`src/rtl/mesh_sink_pkg.sv`:
```
// Shared field layout, defaults and FSM encoding for the mesh terminal sink.
// Field offsets are counted down from the packet MSB so they hold for any PCK_SZ.
package mesh_sink_pkg;

  localparam int PCK_SZ_DEF = 41;

  localparam int NJ_MSB   = 0;
  localparam int NJ_W     = 8;
  localparam int ROW_MSB  = 8;
  localparam int ROW_W    = 4;
  localparam int COL_MSB  = 12;
  localparam int COL_W    = 4;
  localparam int MODE_BIT = 16;

  localparam logic [NJ_W-1:0] BROADCAST_DEF = 8'hFF;

  localparam int CNT_W = 16;

  typedef enum logic [1:0] {
    IDLE = 2'd0,
    POP  = 2'd1,
    GAP  = 2'd2
  } sink_state_e;

  // Saturating increment: the counters stick at all-ones instead of wrapping.
  function automatic logic [CNT_W-1:0] sat_inc(input logic [CNT_W-1:0] v);
    return (v == '1) ? v : v + 1'b1;
  endfunction

endpackage

```
`src/rtl/mesh_sink_fifo.sv`:
```
// Synchronous FIFO for accepted packets; DEPTH must be a power of two (>= 2)
// so the pointers wrap naturally. Storage is not reset, only pointers/level.
module mesh_sink_fifo #(
  parameter  int DATA_W = 41,
  parameter  int DEPTH  = 4,
  localparam int AW     = $clog2(DEPTH),
  localparam int LVL_W  = AW + 1
) (
  input  logic              clk,
  input  logic              reset,
  input  logic              push,
  input  logic [DATA_W-1:0] wdata,
  input  logic              pop,
  output logic [DATA_W-1:0] rdata,
  output logic              full,
  output logic              empty,
  output logic [LVL_W-1:0]  level
);

  logic [DATA_W-1:0] mem [DEPTH];
  logic [AW-1:0]     wr_q, wr_d;
  logic [AW-1:0]     rd_q, rd_d;
  logic [LVL_W-1:0]  lvl_q, lvl_d;
  logic              do_push;
  logic              do_pop;

  assign empty   = (lvl_q == '0);
  assign full    = (lvl_q == LVL_W'(DEPTH));
  assign do_push = push && !full;
  assign do_pop  = pop && !empty;
  assign level   = lvl_q;
  assign rdata   = empty ? '0 : mem[rd_q];

  always_comb begin
    wr_d  = do_push ? wr_q + 1'b1 : wr_q;
    rd_d  = do_pop  ? rd_q + 1'b1 : rd_q;
    lvl_d = lvl_q;
    case ({do_push, do_pop})
      2'b10:   lvl_d = lvl_q + 1'b1;
      2'b01:   lvl_d = lvl_q - 1'b1;
      default: lvl_d = lvl_q;
    endcase
  end

  always_ff @(posedge clk) begin
    if (reset) begin
      wr_q  <= '0;
      rd_q  <= '0;
      lvl_q <= '0;
    end else begin
      wr_q  <= wr_d;
      rd_q  <= rd_d;
      lvl_q <= lvl_d;
    end
  end

  always_ff @(posedge clk) begin
    if (do_push) mem[wr_q] <= wdata;
  end

endmodule

```
`src/rtl/mesh_term_sink.sv`:
```
// Terminal-side receiver: pops router packets, filters by destination, buffers
// accepted ones for a valid/ready consumer. Statistics built only with MESH_SINK_STATS_EN.
module mesh_term_sink
  import mesh_sink_pkg::*;
#(
  parameter int              PCK_SZ    = PCK_SZ_DEF,
  parameter int              ROW_ID    = 1,
  parameter int              COL_ID    = 1,
  parameter int              DEPTH     = 4,
  parameter logic [NJ_W-1:0] BROADCAST = BROADCAST_DEF
) (
  input  logic                     clk,
  input  logic                     reset,
  input  logic                     pndng,
  input  logic [PCK_SZ-1:0]        data_out,
  output logic                     pop,
  output logic [PCK_SZ-1:0]        rx_data,
  output logic                     rx_valid,
  input  logic                     rx_ready,
  output logic                     misroute,
  output logic [$clog2(DEPTH):0]   fifo_level,
  output logic [CNT_W-1:0]         rx_count,
  output logic [CNT_W-1:0]         err_count
);

  localparam logic [ROW_W-1:0] ROW_L = ROW_W'(ROW_ID);
  localparam logic [COL_W-1:0] COL_L = COL_W'(COL_ID);

  sink_state_e       state_q, state_d;
  logic              pop_q, pop_d;
  logic              acc_q, acc_d;
  logic [PCK_SZ-1:0] pkt_q, pkt_d;

  logic [NJ_W-1:0]   nj;
  logic [ROW_W-1:0]  dst_row;
  logic [COL_W-1:0]  dst_col;
  logic              hit;
  logic              fifo_full;
  logic              fifo_empty;

  assign nj      = data_out[PCK_SZ-1-NJ_MSB  -: NJ_W];
  assign dst_row = data_out[PCK_SZ-1-ROW_MSB -: ROW_W];
  assign dst_col = data_out[PCK_SZ-1-COL_MSB -: COL_W];
  assign hit     = (nj == BROADCAST) || ((dst_row == ROW_L) && (dst_col == COL_L));

  // IDLE -> POP -> GAP: pop is registered, so the router sees exactly one
  // pulse per packet and gets a spare cycle to present the next one.
  always_comb begin
    state_d = state_q;
    pop_d   = 1'b0;
    acc_d   = 1'b0;
    pkt_d   = pkt_q;
    case (state_q)
      IDLE: begin
        if (pndng && !fifo_full) begin
          state_d = POP;
          pop_d   = 1'b1;
        end
      end
      POP: begin
        state_d = GAP;
        pkt_d   = data_out;
        acc_d   = hit;
      end
      GAP:     state_d = IDLE;
      default: state_d = IDLE;
    endcase
  end

  always_ff @(posedge clk) begin
    pkt_q <= pkt_d;
    if (reset) begin
      state_q <= IDLE;
      pop_q   <= 1'b0;
      acc_q   <= 1'b0;
    end else begin
      state_q <= state_d;
      pop_q   <= pop_d;
      acc_q   <= acc_d;
    end
  end

  assign pop = pop_q;

  // The captured packet is pushed during GAP; the full check taken in IDLE
  // still holds because the level can only drop in between.
  mesh_sink_fifo #(
    .DATA_W (PCK_SZ),
    .DEPTH  (DEPTH)
  ) u_fifo (
    .clk   (clk),
    .reset (reset),
    .push  (acc_q),
    .wdata (pkt_q),
    .pop   (rx_ready),
    .rdata (rx_data),
    .full  (fifo_full),
    .empty (fifo_empty),
    .level (fifo_level)
  );

  assign rx_valid = !fifo_empty;

`ifdef MESH_SINK_STATS_EN
  logic             miss_q, miss_d;
  logic [CNT_W-1:0] rx_cnt_q, rx_cnt_d;
  logic [CNT_W-1:0] err_cnt_q, err_cnt_d;

  always_comb begin
    miss_d    = (state_q == POP) && !hit;
    rx_cnt_d  = acc_q  ? sat_inc(rx_cnt_q)  : rx_cnt_q;
    err_cnt_d = miss_q ? sat_inc(err_cnt_q) : err_cnt_q;
  end

  always_ff @(posedge clk) begin
    if (reset) begin
      miss_q    <= 1'b0;
      rx_cnt_q  <= '0;
      err_cnt_q <= '0;
    end else begin
      miss_q    <= miss_d;
      rx_cnt_q  <= rx_cnt_d;
      err_cnt_q <= err_cnt_d;
    end
  end

  assign misroute  = miss_q;
  assign rx_count  = rx_cnt_q;
  assign err_count = err_cnt_q;
`else
  assign misroute  = 1'b0;
  assign rx_count  = '0;
  assign err_count = '0;
`endif

endmodule
```
`config.mk`:
```
export PLATFORM = sky130hd
export DESIGN_NAME = mesh_term_sink
export DESIGN_NICKNAME = d
export VERILOG_FILES = /design/src/rtl/mesh_sink_pkg.sv /design/src/rtl/mesh_sink_fifo.sv /design/src/rtl/mesh_term_sink.sv
export SDC_FILE = /design/constraint.sdc
export NUM_CORES = 1
export LEC_CHECK = 0
export ABC_AREA = 0
export CAP_MARGIN = 20
export CORE_ASPECT_RATIO = 1.75
export CORE_MARGIN = 2
export CORE_UTILIZATION = 25
export CTS_CLUSTER_SIZE = 20
export DETAILED_ROUTE_END_ITERATION = 10
export GPL_ROUTABILITY_DRIVEN = 0
export PLACE_DENSITY = 0.46
export SLEW_MARGIN = 20
export SYNTH_ARGS = -nofsm -noshare
export SYNTH_HDL_FRONTEND = slang
export SYNTH_SLANG_ARGS = --single-unit
```
`constraint.sdc`:
```
create_clock -name clk -period 3.2 [get_ports clk]
set_input_delay 0.64 -clock clk [delete_from_list [all_inputs] [get_ports clk]]
set_output_delay 0.64 -clock clk [all_outputs]
set_load 0.1 [all_outputs]
```
==> results.py, run 1 <==
metrics = {
    "outcome": {
        "status": "completed",
    },
    "synth": {
        "avgSynthCellArea_um2": 20.7,
        "syn_inst": 405,
        "synth_fa_ha_area_share_pct": 0.985,
        "synth_warnings": 0,
        "synth-simple-area-share_pct": 5.18,
        "ys_types": 34,
        "syn_area_um2": 8380,
        "synth-seq-cells": 218,
        "synth_top_family_by_area": "multiplexers",
        "synth-xor-area-share_pct": 0.314,
        "ys_seq_area_share_pct": 76.6,
        "synth_compound_area_share_pct": 0.732,
        "synth_mux_area_share_pct": 11.3,
    },
    "power": {
        "ir_drop_v": 0.000289,
        "switching_power_mw": 1.22,
        "combPwrFrac_pct": 4.8,
        "p_int_mw": 4.49,
        "p_per_area_nw_per_um2": 533,
        "p_sw_share_pct": 21.4,
        "seqPwrFrac_pct": 55.5,
        "total_leakage_power_nw": 3.42,
        "pwr-share-clk_pct": 39.7,
    },
    "timing": {
        "hold_viol_final": 0,
        "skew_ps": 17.1,
        "period_share_pct": 91.1,
        "slew_violations": 0,
        "fin_crit_ps": 2920,
        "timing.setup.tns_ps": 0,
        "setup_viol_count_final": 0,
        "worst-slew-pin-transition_ps": 678,
        "fmax_mhz": 343,
        "slew_headroom_pct": 54.8,
        "rsz0062_at_grt": "false",
    },
    "routing": {
        "num_vias": 3871,
        "first_iter_violations": 228,
        "routedWlPerCell_um": 18.1,
        "drc": 0,
        "vias_per_cell": 4.17,
        "dr.pass1.iters": 5,
        "postRouteAntennaNets": 0,
        "drt_wl_total_um": 16800,
    },
    "critical_path": {
        "cp.arrival_ps": 2280,
        "crit_fanout": 15,
        "startpoint_type": "register",
        "r2r_cells": 9,
        "worstSetupEndpointType": "output port",
        "cp.required_ps": 2560,
        "criticalPathCategory": "register to output port",
    },
    "global_route": {
        "antenna_found_initial": 0,
        "grt_max_degree": 45,
        "grt_overflow": 0,
        "grt.total_usage_pct": 9.75,
        "grt_pass1_vias": 4273,
        "grt_pass1_wl_um": 25600,
    },
    "hold_path": {
        "hold_path_class": "register to register",
        "hold_depth": 0,
    },
    "die": {
        "num_io_pins": 124,
        "rows": 88,
        "die_area_um2": 35100,
        "start_util_pct": 25.4,
        "die_w_um": 142,
        "core_um2": 33000,
        "dieHeight_um": 246,
    },
    "placement": {
        "dp.cells": 893,
        "numPortBuffers": 90,
        "dp_hpwl_um": 10200,
    },
    "cts": {
        "postCtsHoldBufs": 0,
        "clk-insertion-delay-late_ps": 500,
        "post_cts_resized": 0,
        "cts_tree": "built",
        "h-tree-depth": 1,
        "cts_setup_buffers": 0,
        "cts_sinks": 218,
        "cts.clk_slew.worst_paths_ps": 60,
        "cts_buffer_depth": 3,
        "cts_buffers": 21,
        "clockRootBuffer": "clkbuf_16",
    },
    "final_layout": {
        "final_nets": 562,
        "area_growth_syn_to_layout_pct": 27.9,
        "n_antenna_cell": 0,
        "drive_gt1_share_pct": 27.5,
        "final_cells": 929,
    },
    "job": {
        "maxCapViolCount": 0,
    },
}
[final timing paths]
path / startpoint / end / slack, ps
setup / recovery: register / rx_data[38] / 280
hold / removal: pkt_q[27] / u_fifo.mem[2][27] / 490
setup reg to reg: u_fifo.level[0] / u_fifo.level[2] / 990
hold reg to reg: pkt_q[27] / u_fifo.mem[2][27] / 490
[per-stage QoR]
stage	hold WS (ps)	util [%]	worst slack [ps]	power [mW]	instance area, um2
after floorplan	426	-	-275	3.45	8520
after global placement	465	30.6	662	3.50	10100
after detailed placement	480	30.6	575	3.51	10100
after CTS	494	32.4	188	5.81	10700
after global routing	520	32.4	119	5.92	10700
final	489	32.4	285	5.71	10700
[cells by family (layout without fill, tap and decap cells)]
group | after synthesis | count (layout)
fa+ha+maj | 6 | 6
compound gates | 10 | 10
flops | 218 | 218
buf+inv | 56 | 143
other cells | 1 | 33
mux | 43 | 43
xor+xnor | 3 | 3
simple gates | 68 | 68
[cell usage after synthesis]
master    number  area [um2]
mux2i_1        1        10.0
mux2_1         1        11.3
fa_1           1        20.0
o21ai_0        2        10.0
edfxtp_1     205        6160
nor2b_4        2        27.5
nor3b_1        1        7.51
or4b_1         1        10.0
and2_1         4        25.0
ha_1           5        62.6
nor4b_1        1        8.76
nor2_1        10        37.5
nor3_4         1        16.3
buf_6          1        11.3
conb_1         1        3.75
clkbuf_1       5        18.8
a21boi_2       1        11.3
buf_1          1        3.75
nand4_1        2        12.5
and4b_1        1        10.0
buf_2          4        20.0
nand2_1        1        3.75
xor2_1         3        26.3
o31ai_1        1        7.51
buf_12         4        80.1
nor2b_1       40         250
a21oi_1        5        25.0
o21a_1         1        7.51
mux4_2        41         923
dfxtp_1       13         260
inv_1          8        30.0
nand2b_1       2        12.5
or3_1          2        12.5
buf_4         33         248
[final cells by class]
type	count	area [um2]
flip-flops and latches	218	6420
clock inverters	11	82.6
fillers	3182	22300
multi-input cells	163	1710
well taps	405	507
repair buffers	99	1430
clock buffers	25	541
inverters	8	30.0
[registers in the layout, summed over array words and instances (netlist names), named ones only]
signal	count
pop	1
state_q	2
u_fifo.rd_q	2
u_fifo.wr_q	2
u_fifo.mem	164
acc_q	1
pkt_q	41
u_fifo.level	3
[worst max-delay path, stage by stage, from the launching register on]
cell     delay [ps]
dfxtp_4         570
buf_4           300
mux4_2          520
nor2b_1         180
buf_12          190
[layer usage]
metal	wire length [um]	track usage, %	share of wire, %	vias to the layer above
met2	9320	17.9	55	100
li1	-	-	-	1714
met1	6320	11.1	38	2034
met4	401	3.73	2.4	0
met3	764	1.79	4.5	23
met5	0	0	0	-
[power by group through the flow]
| stage | Clock (mW) | Sequential, mW | Combinational (mW) |
|---|---|---|---|
| after floorplan | 0 | 3.23 | 0.223 |
| after global placement | 0 | 3.23 | 0.275 |
| after detailed placement | 0 | 3.23 | 0.277 |
| after CTS | 2.36 | 3.17 | 0.278 |
| after global routing | 2.46 | 3.17 | 0.285 |
| final | 2.27 | 3.17 | 0.276 |
[cells in the final DEF (no fill, tap or decap), types with 3 or more instances in the layout]
cell type / netlist / routed
clkbuf_16: 0 / 21
clkdlybuf4s50_1: 0 / 44
buf_4: 33 / 9
buf_12: 4 / 46
mux4_2: 41 / 41
nor2b_2: 0 / 9
dfxtp_1: 13 / 11
nor2b_4: 2 / 3
edfxtp_1: 205 / 205
clkinv_1: 0 / 4
and2_2: 0 / 4
nor2_1: 10 / 10
xor2_1: 3 / 3
a21oi_1: 5 / 5
ha_1: 5 / 5
conb_1: 1 / 33
clkbuf_1: 5 / 4
nor2b_1: 40 / 30
clkinv_2: 0 / 4
inv_1: 8 / 8
No activity file was read; power rests on OpenSTA's default activity.
==> run 2: changes to the inputs <==
- CTS_BUF_LIST: default -> sky130_fd_sc_hd__clkbuf_16
==> run 2 against run 1 <==
  * Die area unchanged
  * First-iteration DRC count down 7.0%
  * Sequential power is essentially flat
  * Critical path depth is the same
  * Global-route usage stayed put
  * Clock skew barely moved
  * Non-clock buffer count unchanged
  * Sequential share of layout area stayed put
  * Largest power group unchanged
==> results.py, run 2 (synthesized netlist as in run 1, its figures left out) <==
metrics = {
    "final_layout": {
        "final_cell_mix": "edfxtp_1 (205), buf_12 (46), clkdlybuf4s50_1 (44)",
        "final_common_cell": "edfxtp_1",
        "fillers": 3182,
        "largest_reg_flops": 164,
        "drive_gt1_share_pct": 27.5,
        "multiInputGateArea_um2": 1710,
        "n_antenna_cell": 0,
        "regMostFlops": "u_fifo.mem",
        "seq_area_um2": 6420,
        "fin_util_pct": 32.4,
        "area_growth_syn_to_layout_pct": 27.9,
        "final_nets": 562,
    },
    "cts": {
        "cts.clk_slew.worst_paths_ps": 60,
        "cts_setup_buffers": 0,
        "post_cts_resized": 0,
        "cts_tree": "built",
        "postCtsHoldBufs": 0,
        "h-tree-depth": 1,
        "clk-insertion-delay-late_ps": 500,
        "cts_sinks": 218,
        "cts_buffer_depth": 3,
        "cts_buffers": 21,
        "clockRootBuffer": "clkbuf_16",
    },
    "power": {
        "p_sw_share_pct": 21.5,
        "seqPwrFrac_pct": 55.6,
        "ir_drop_v": 0.000289,
        "switching_power_mw": 1.23,
        "p_per_area_nw_per_um2": 532,
        "fin_total_pwr_mw": 5.70,
        "p_int_mw": 4.48,
        "combPwrFrac_pct": 4.8,
        "total_leakage_power_nw": 3.43,
        "pwr-share-clk_pct": 39.6,
    },
    "placement": {
        "dp_hpwl_um": 10200,
        "numPortBuffers": 90,
    },
    "timing": {
        "slew_headroom_pct": 54.9,
        "worst-slew-pin-transition_ps": 676,
        "hold_ws_ps": 490,
        "period_share_pct": 91.2,
        "rsz0062_at_grt": "false",
        "slew_violations": 0,
        "hold_viol_final": 0,
        "fin_crit_ps": 2920,
        "skew_ps": 17.0,
        "setup_viol_count_final": 0,
        "timing.setup.tns_ps": 0,
        "fmax_mhz": 343,
    },
    "routing": {
        "dr.pass1.iters": 4,
        "routedWlPerCell_um": 18.1,
        "first_iter_violations": 212,
        "num_vias": 3876,
        "vias_per_cell": 4.17,
        "drt_wl_total_um": 16800,
        "drc": 0,
        "postRouteAntennaNets": 0,
    },
    "die": {
        "core_um2": 33000,
        "num_io_pins": 124,
        "dieHeight_um": 246,
        "start_util_pct": 25.4,
        "die_area_um2": 35100,
        "rows": 88,
        "die_w_um": 142,
    },
    "global_route": {
        "grt_max_degree": 45,
        "grt_pass1_wl_um": 25600,
        "grt_pass1_vias": 4273,
        "grt_overflow": 0,
        "grt.total_usage_pct": 9.75,
        "antenna_found_initial": 0,
    },
    "hold_path": {
        "hold_path_startpoint": "pkt_q[27]",
        "hold_depth": 0,
        "hold_path_class": "register to register",
    },
    "critical_path": {
        "critPathMaxStageDelay_ps": 570,
        "cp.arrival_ps": 2280,
        "cpMaxStageDelayCell": "dfxtp_4",
        "startpoint_type": "register",
        "r2r_slack_ps": 990,
        "crit_buf_inv": 2,
        "cp.required_ps": 2560,
        "criticalPathCategory": "register to output port",
        "timing.rr.start": "u_fifo.level[0]",
        "crit_fanout": 15,
        "r2r_cells": 9,
        "cp_num_cells": 4,
        "worstSetupEndpointType": "output port",
        "critPathTopFamily": "flip-flops",
        "crit_chain": "buf_4 > mux4_2 > nor2b_1 > buf_12",
    },
    "outcome": {
        "status": "completed",
    },
    "job": {
        "maxCapViolCount": 0,
    },
}
-- run 2: cell types whose count changed in the layout (fill, tap and decap cells not counted), sizes merged --
cell	previous run	this run
clkbuf	25	21
inv	9	13
-- run 2: area by class of cell --
cell class | count | area share [%]
inverters | 8 | 0.280
clock inverters | 15 | 0.911
well taps | 405 | 4.73
repair buffers | 99 | 13.3
clock buffers | 21 | 4.90
flip-flops and latches | 218 | 59.9
multi-input cells | 163 | 15.9
-- run 2: power groups by stage --
stage	clock network, mW	logic [mW]	registers [mW]
6_report	2.26	0.276	3.17
5_1_grt	2.45	0.285	3.17
4_1_cts	2.35	0.278	3.17
3_5_place_dp	0	0.277	3.23
3_3_place_gp	0	0.275	3.23
2_1_floorplan	0	0.223	3.23
-- run 2: worst paths after layout --
kind,endpoint
min,u_fifo.mem[2][27]
max reg2reg,u_fifo.level[2]
max,rx_data[38]
min reg2reg,u_fifo.mem[2][27]
-- run 2: metrics by stage --
step | cell area [um2] | setup WS [ps] | cells
finish | 10700 | 283 | 929
global route | 10700 | 119 | 929
CTS | 10700 | 188 | 929
detailed placement | 10100 | 575 | 893
global placement | 10100 | 662 | 893
floorplan | 8520 | -275 | 437
-- run 2: layer usage --
metal / global-route usage, % / wire length [um] / vias up
li1: - / - / 1714
met1: 11.1 / 6330 / 2041
met2: 17.9 / 9310 / 98
met3: 1.79 / 766 / 23
met4: 3.73 / 401 / 0
met5: 0 / 0 / -
==> RTL change: new RTL, flow settings as in run 2 <==
Re-encode `sink_state_e` (3 states) as one-hot, 3 bits wide.
--- a/src/rtl/mesh_sink_pkg.sv
+++ b/src/rtl/mesh_sink_pkg.sv
@@ -16,10 +16,10 @@
 
   localparam int CNT_W = 16;
 
-  typedef enum logic [1:0] {
-    IDLE = 2'd0,
-    POP  = 2'd1,
-    GAP  = 2'd2
+  typedef enum logic [2:0] {
+    IDLE = 3'b001,
+    POP  = 3'b010,
+    GAP  = 3'b100
   } sink_state_e;
 
   // Saturating increment: the counters stick at all-ones instead of wrapping.
Formal check against the unedited RTL: no difference found for any inputs over 10 cycles, from zero or initial values and one cycle with reset high; not proved beyond that.
==> RTL change against run 2 <==
  * Core utilization is 0.078 points higher
  * Cell area is essentially flat
  * Sequential share of layout area grew 0.24 points
  * Hold slack better by 0.0049 ns
  * Wire length decreased by 0.62%
  * Worst setup slack got worse by 0.10 ns
  * Power up 0.25%
  * Synthesized cell count grew 0.74%
  * Sequential cell count increased by 1
  * Die area shrank 0.47%
  * Area after synthesis is 0.48% lower
  * Final cell count is 0.43% higher
  * Largest power group unchanged
==> RTL change: results (changes against run 2) <==
----------------------------------------------------
[Setup path]
  Gate family responsible for the most delay along the worst path ... multiplexers
  Crit path arrival time ... 2.38 ns (+0.10 ns)
  Standard cell with the maximum stage delay on the critical path ... sky130_fd_sc_hd__mux4_2

[Layout]
  Number of nets in the layout ... 565 (+0.53%)
  Layout overhead on the synthesized area ... 28.38%
  Fraction of final layout cells with drive strength greater than 1 ... 0.2557 (-0.01913)
  Total area of sequential cells ... 6441 µm² (+0.31%)
  Clock network area share ... 0.06006 (+0.001924)
  Multi-input combinational cell area ... 1688 µm² (-1.2%)
  Number of inserted filler cells in the final layout ... 3074 (-3.4%)
  Proportion of final cell area spent on non-clock buffers ... 0.1306 (-0.002680)
  Number of combinational gates with multiple inputs ... 165 (+1.2%)
  Plain + repair buffers ... 100 (+1.0%)

[Global route]
  GR met2 Demand/Resource ... 0.1836 (+0.004263)
  Global routing met1 resource utilization ... 0.1051 (-0.005862)
  GRT Util Overall ... 0.09601 (-0.001448)
  Global Route met3 Usage ... 0.01363 (-0.004250)
  First-pass GRT wire length ... 24970 µm (-2.3%)
  Number of global-route vias before repair ... 4258 (-0.35%)

[Synthesis]
  Yosys cell types ... 33 (-2.9%)
  List of most frequent post-synthesis cells ... 205 x sky130_fd_sc_hd__edfxtp_1, 41 x sky130_fd_sc_hd__mux4_2, 41 x sky130_fd_sc_hd__nor2b_1
  Cell count after synthesis ... 408 (+0.74%)
  Synthesis-stage register bit count ... 219 (+0.46%)
  Part of the Yosys area used for sequential elements ... 0.7717 (+0.006075)
  Cells taking the most area after synthesis ... sky130_fd_sc_hd__edfxtp_1 74%, sky130_fd_sc_hd__mux4_2 11%, sky130_fd_sc_hd__dfxtp_1 3.4%
  Netlist area before placement ... 8340 µm² (-0.48%)

[Place]
  DP Cell Count ... 897 (+0.45%)
  HPWL Detailed ... 10450 µm (+2.1%)
  Placed inst area ... 10060 µm² (-0.30%)

[Power]
  Sw Pwr ... 1199 µW (-2.2%)
  Seq pwr share ... 0.546 (-0.010)
  Leakage power ... 0.003427 µW (-0.15%)
  Max VDD drop ... 0.0003044 V (+5.5%)
  Portion of total power attributed to the clock network ... 0.409 (+0.013)

[Routing]
  Routed vias ... 3851 (-0.64%)
  Count of routing violations after the opening detailed-route iteration ... 164 (-23%)
  Final routed wirelength across all metal layers ... 16710 µm (-0.62%)
  Total length of routed met2 wires ... 9498 µm (+2.0%)
  Metal-1 WL ... 6227 µm (-1.7%)

[Clocking]
  Number of CTS-inserted buffers ... 20 (-4.8%)

[STA]
  Normalized max-slew margin ... 0.5044 (-0.04489)
  Final Skew ... 0.007639 ns (-0.009400 ns)

[Outcome]
  Run status ... finished, final reports clean

----------------------------------------------------
==> RTL change: worst paths after layout <==
check / startpoint / end / slack, ns / cells past startpoint
setup / recovery: register / rx_data[11] / 0.18 / 4
hold / removal: pkt_q[20]$_DFFE_PN_ / u_fifo.mem[0][20]$_DFFE_PP_ / 0.49 / 0
setup reg to reg: u_fifo.level[2]$_SDFFE_PP0P_ / u_fifo.level[2]$_SDFFE_PP0P_ / 0.70 / 9
hold reg to reg: pkt_q[20]$_DFFE_PN_ / u_fifo.mem[0][20]$_DFFE_PP_ / 0.49 / 0
==> RTL change: cell families after synthesis <==
logic type      after synthesis  share of synthesized area
flops                       219                     0.7717
simple gates                 72                    0.05266
buf+inv                      56                    0.04260
mux                          43                     0.1137
compound gates                8                   0.005851
fa+ha+maj                     6                   0.009901
xor+xnor                      3                   0.003151
other cells                   1                  0.0004496
